`src/rtl/uart_rx_ctrl.sv`:
```
`default_nettype none
// =====================================================================
// Module  : uart_rx_ctrl
// Purpose : 8N1 UART receiver, mid-bit sampling, byte on valid/ack.
// Rev     : 1.0  initial release
// =====================================================================
module uart_rx_ctrl #(
   parameter int CLKS_PER_BIT = 10416
) (
   input  logic       CLK,
   input  logic       RST,
   input  logic       UART_RX,
   output logic [7:0] rx_data,
   output logic       rx_valid,
   input  logic       rx_ack,
   output logic       frame_err,
   output logic       overrun,
   output logic       busy
);

   localparam int c_CNT_W = (CLKS_PER_BIT > 1) ? $clog2(CLKS_PER_BIT) : 1;
   localparam logic [c_CNT_W-1:0] c_HALF_LAST = c_CNT_W'(CLKS_PER_BIT / 2 - 1);
   localparam logic [c_CNT_W-1:0] c_BIT_LAST  = c_CNT_W'(CLKS_PER_BIT - 1);

   typedef enum logic [2:0] {
      S_IDLE      = 3'd0,
      S_START     = 3'd1,
      S_DATA      = 3'd2,
      S_STOP      = 3'd3,
      S_WAIT_HIGH = 3'd4
   } state_t;

   state_t             r_state;
   state_t             w_state_nxt;
   logic               r_sync1;
   logic               r_rx_s;
   logic [c_CNT_W-1:0] r_cnt;
   logic [2:0]         r_bit_idx;
   logic [7:0]         r_shift;
   logic               w_cnt_clr;
   logic               w_shift;
   logic               w_deliver;
   logic               w_stop_bad;

   always_ff @(posedge CLK) begin
      if (RST) begin
         r_sync1 <= 1'b1;
         r_rx_s  <= 1'b1;
      end else begin
         r_sync1 <= UART_RX;
         r_rx_s  <= r_sync1;
      end
   end

   always_ff @(posedge CLK) begin
      if (RST) r_state <= S_IDLE;
      else     r_state <= w_state_nxt;
   end

   always_comb begin
      w_state_nxt = r_state;
      w_cnt_clr   = 1'b0;
      w_shift     = 1'b0;
      w_deliver   = 1'b0;
      w_stop_bad  = 1'b0;
      case (r_state)
         S_IDLE: begin
            w_cnt_clr = 1'b1;
            if (!r_rx_s) w_state_nxt = S_START;
         end
         S_START: begin
            if (r_cnt == c_HALF_LAST) begin
               w_cnt_clr   = 1'b1;
               w_state_nxt = r_rx_s ? S_IDLE : S_DATA;
            end
         end
         S_DATA: begin
            if (r_cnt == c_BIT_LAST) begin
               w_cnt_clr = 1'b1;
               w_shift   = 1'b1;
               if (r_bit_idx == 3'd7) w_state_nxt = S_STOP;
            end
         end
         S_STOP: begin
            if (r_cnt == c_BIT_LAST) begin
               w_cnt_clr   = 1'b1;
               w_deliver   = r_rx_s;
               w_stop_bad  = !r_rx_s;
               w_state_nxt = r_rx_s ? S_IDLE : S_WAIT_HIGH;
            end
         end
         S_WAIT_HIGH: begin
            // A held-low line (break) must not be decoded as a stream of 0x00 frames
            w_cnt_clr = 1'b1;
            if (r_rx_s) w_state_nxt = S_IDLE;
         end
         default: begin
            w_cnt_clr   = 1'b1;
            w_state_nxt = S_IDLE;
         end
      endcase
   end

   always_ff @(posedge CLK) begin
      if (RST || w_cnt_clr) r_cnt <= '0;
      else                  r_cnt <= r_cnt + 1'b1;
   end

   always_ff @(posedge CLK) begin
      if (RST) begin
         r_bit_idx <= 3'd0;
         r_shift   <= 8'h00;
      end else begin
         if (r_state == S_IDLE) r_bit_idx <= 3'd0;
         else if (w_shift)      r_bit_idx <= r_bit_idx + 3'd1;
         if (w_shift) r_shift <= {r_rx_s, r_shift[7:1]};
      end
   end

   // An ack arriving with a new byte lets that byte replace the old one
   always_ff @(posedge CLK) begin
      if (RST) begin
         rx_data   <= 8'h00;
         rx_valid  <= 1'b0;
         overrun   <= 1'b0;
         frame_err <= 1'b0;
      end else begin
         frame_err <= w_stop_bad;
         if (w_deliver) begin
            if (!rx_valid || rx_ack) begin
               rx_data  <= r_shift;
               rx_valid <= 1'b1;
            end else begin
               overrun <= 1'b1;
            end
         end else if (rx_valid && rx_ack) begin
            rx_valid <= 1'b0;
            overrun  <= 1'b0;
         end
      end
   end

   assign busy = (r_state != S_IDLE);

endmodule
`default_nettype wire

```
`config.mk`:
```
export PLATFORM = sky130hd
export DESIGN_NAME = uart_rx_ctrl
export DESIGN_NICKNAME = d
export VERILOG_FILES = /design/src/rtl/uart_rx_ctrl.sv
export SDC_FILE = /design/constraint.sdc
export NUM_CORES = 1
export LEC_CHECK = 0
export CAP_MARGIN = 25
export CORE_UTILIZATION = 45
export CTS_BUF_LIST = sky130_fd_sc_hd__clkbuf_2 sky130_fd_sc_hd__clkbuf_4 sky130_fd_sc_hd__clkbuf_8
export CTS_CLUSTER_SIZE = 8
export DETAILED_ROUTE_END_ITERATION = 8
export HOLD_SLACK_MARGIN = 0.02
export SLEW_MARGIN = 10
export SYNTH_ARGS = -nofsm -noshare
export SYNTH_HDL_FRONTEND = slang
export SYNTH_SLANG_ARGS = --single-unit
```
`constraint.sdc`:
```
create_clock -name CLK -period 2.9 [get_ports CLK]
set_input_delay 0.58 -clock CLK [delete_from_list [all_inputs] [get_ports CLK]]
set_output_delay 0.58 -clock CLK [all_outputs]
set_load 0.005 [all_outputs]
```
==> impl_metrics.ini <==
[job]
maxCapViolCount = 0

[hold_path]
min-delay-start = r_sync1
hp-class = reg -> reg
hold_end = r_rx_s
hold_depth = 1

[layout]
nets = 226
antenna_cells = 0
drive_above_1_share_pct = 9.09
final_cell_mix = 41 x dfxtp_1, 17 x nor2_1, 17 x nand4_1
fillers = 390
layout_commonest_cell = dfxtp_1
stdcell_count = 272
area_delta_synth_final_pct = 10.1

[power_and_ir_drop]
p_per_area_nw_per_um2 = 452
intPower_mw = 0.794
switching_share_pct = 21.1
total_power_mw = 1.01
clkPwrFrac_pct = 40.4
power_frac_seq_pct = 56.6
vdd_drop_max_v = 0.000304
p_switching_mw = 0.212
power.leakage_nw = 0.780
pwr-share-comb_pct = 3.1

[critical_path]
start_kind = flop
path_class = reg -> out
critical-path-top-delay-family = buffers and inverters
critPathArrivalTime_ns = 1.69
r2r-start = r_cnt[4]
cp_max_fo = 10
r2r_slack_ns = 0.86
r2r_cells = 4
max_stage_delay_ns = 0.55
end_kind = primary output
regToRegEndpoint = r_bit_idx[2]
crit_chain = nor2_1, buf_4, nand2_1, clkdlybuf4s50_1
critPathRequiredTime_ns = 2.32
slowest_stage = dfxtp_1
crit_buf_inv = 2

[clock_tree]
clock_latency_ns = 0.30
post_cts_resized = 0
cts_root_buffer = clkbuf_8
cts_tree = yes
cts.clk_slew.worst_paths_ns = 0.07
cts.sinks = 41
ctsHoldBuffers = 0
clk_path_buf_depth = 2
cts_setup_buffers = 0
htreeDepth = 2
cts_buffers = 5

[place]
place_hpwl_mm = 3.04
portBuffers = 15
gp_congestion = 0.756
dp.cells = 264

[die]
die_x_um = 69.0
rows = 24
dieArea_um2 = 4760
chipHeight_um = 69.0
num_io_pins = 16
start_util_pct = 46.7
fp.coreArea_um2 = 4320

[sta]
min_period_ns = 2.27
hold_viol_final = 0
rsz0062_at_grt = no
holdWs_ns = 0.416
tns_ns = 0
max_freq_mhz = 441
tightestPinTransition_ns = 0.555
period_share_pct = 78.2
slew_headroom_pct = 63.0
drv_slew = 0
setup-violations-final = 0
final.setup_skew_ns = 0.00844

[logic_synthesis]
ys_ff_latch = 41
synth_top_area_share_pct = 40.6
synthCells = 212
synthTopCellsByArea = dfxtp_1 41%, nand4_1 5.3%, nand2b_1 4.0%
synthFlopType = dfxtp_1
yosysTopAreaCell = dfxtp_1
yosysSeqAreaShare_pct = 40.6
ys_async_sr_fraction_pct = 0
ys_warn_count = 0
synth_fp_nets = 219
synth_area_um2 = 2020
syn_avg_cell_area_um2 = 9.53
synth_cell_types = 46
synth_edf_count = 0

[global_routing]
antenna_found_initial = 0
grt_max_degree = 27
grt_pass1_wl_mm = 7.25
grt_overflow = 0
grt_pass1_vias = 1583
grt_usage_pct = 19.2

[route]
drt-pass1-iter-count = 4
drt_iter0_markers = 56
vias_per_cell = 5.75
drc_errors = 0
wire_per_inst_um = 15.5
routed_wirelength_mm = 4.21
ant_nets = 0
vias = 1565

[status]
status = completed
-- power by group through the flow --
stage / clock [mW] / sequential, mW / combinational [mW]
final: 0.406 / 0.569 / 0.0310
after floorplan: 0 / 0.579 / 0.0227
after detailed placement: 0 / 0.582 / 0.0310
after global routing: 0.446 / 0.570 / 0.0344
after CTS: 0.420 / 0.569 / 0.0311
after global placement: 0 / 0.582 / 0.0303
-- worst max path at each step --
stage,from,to,slack [ns],depth (start not counted)
final,r_state[2],busy,0.63,4
after global routing,r_state[2],busy,0.55,4
after CTS,r_state[2],busy,0.62,4
after detailed placement,rx_ack,rx_data[2],0.77,5
after global placement,rx_ack,rx_data[4],0.81,5
after floorplan,r_cnt[0],rx_data[0],1.38,6
-- worst register-to-register path: stages (launching register included) --
cell and delay [ns]:
dfxtp_1 0.43, nor4b_4 0.39, nand3_1 0.43, o41ai_1 0.51, a21oi_1 0.15
-- layout make-up --
| class | count | area (um2) | area share, % |
|---|---|---|---|
| multi-input cells | 152 | 1060 | 47.7 |
| flip-flops and latches | 41 | 821 | 36.9 |
| repair buffers | 18 | 173 | 7.76 |
| clock buffers | 7 | 96.3 | 4.33 |
| well taps | 52 | 65.1 | 2.92 |
| clock inverters | 1 | 5.00 | 0.225 |
| inverters | 1 | 3.75 | 0.169 |
-- Yosys cell counts (2+ instances only) --
| cell type | number |
|---|---|
| and3_1 | 8 |
| and2_1 | 2 |
| ha_1 | 3 |
| nor4b_4 | 2 |
| o41ai_2 | 2 |
| nor3_1 | 2 |
| nand2_1 | 9 |
| buf_6 | 5 |
| dfxtp_1 | 41 |
| or4_1 | 2 |
| mux2i_1 | 8 |
| xnor2_1 | 3 |
| xor2_1 | 9 |
| nand4b_1 | 2 |
| nor2_1 | 17 |
| nand4_1 | 17 |
| a41oi_1 | 2 |
| nand2b_1 | 13 |
| clkbuf_1 | 5 |
| and4_1 | 2 |
| nand3_1 | 9 |
| a21oi_1 | 14 |
| or2_2 | 2 |
| o31ai_1 | 8 |
| buf_2 | 4 |
-- routing by layer --
layer | share of wire, % | up-vias | global-route usage [%]
met5 | 0 | - | 0
met4 | 2.0 | 0 | 10.4
met3 | 2.6 | 11 | 4.39
met2 | 51 | 22 | 34.1
met1 | 44 | 742 | 21.1
li1 | - | 790 | -
-- state kept, by name, indices dropped and copies added (netlist names) --
name	cells
rx_valid	1
r_cnt	14
r_sync1	1
r_state	3
r_shift	8
overrun	1
rx_data	8
r_rx_s	1
frame_err	1
r_bit_idx	3
-- logic make-up (layout without fill, tap and decap cells) --
family	Yosys count	in the layout	synth area share, %
compound gates	32	32	11.1
simple gates	97	97	30.3
flops	41	41	40.6
xor+xnor	12	12	5.20
fa+ha+maj	3	3	1.86
buf+inv	19	27	6.87
mux	8	8	3.96
-- per-stage QoR --
stage	worst slack, ns	utilization [%]	area (um2)
global route	0.550	51.4	2220
floorplan	1.38	-	2020
global placement	0.813	49.1	2120
detailed placement	0.775	49.1	2120
CTS	0.615	51.4	2220
finish	0.632	51.4	2220
(Power assumes the default switching activity.)
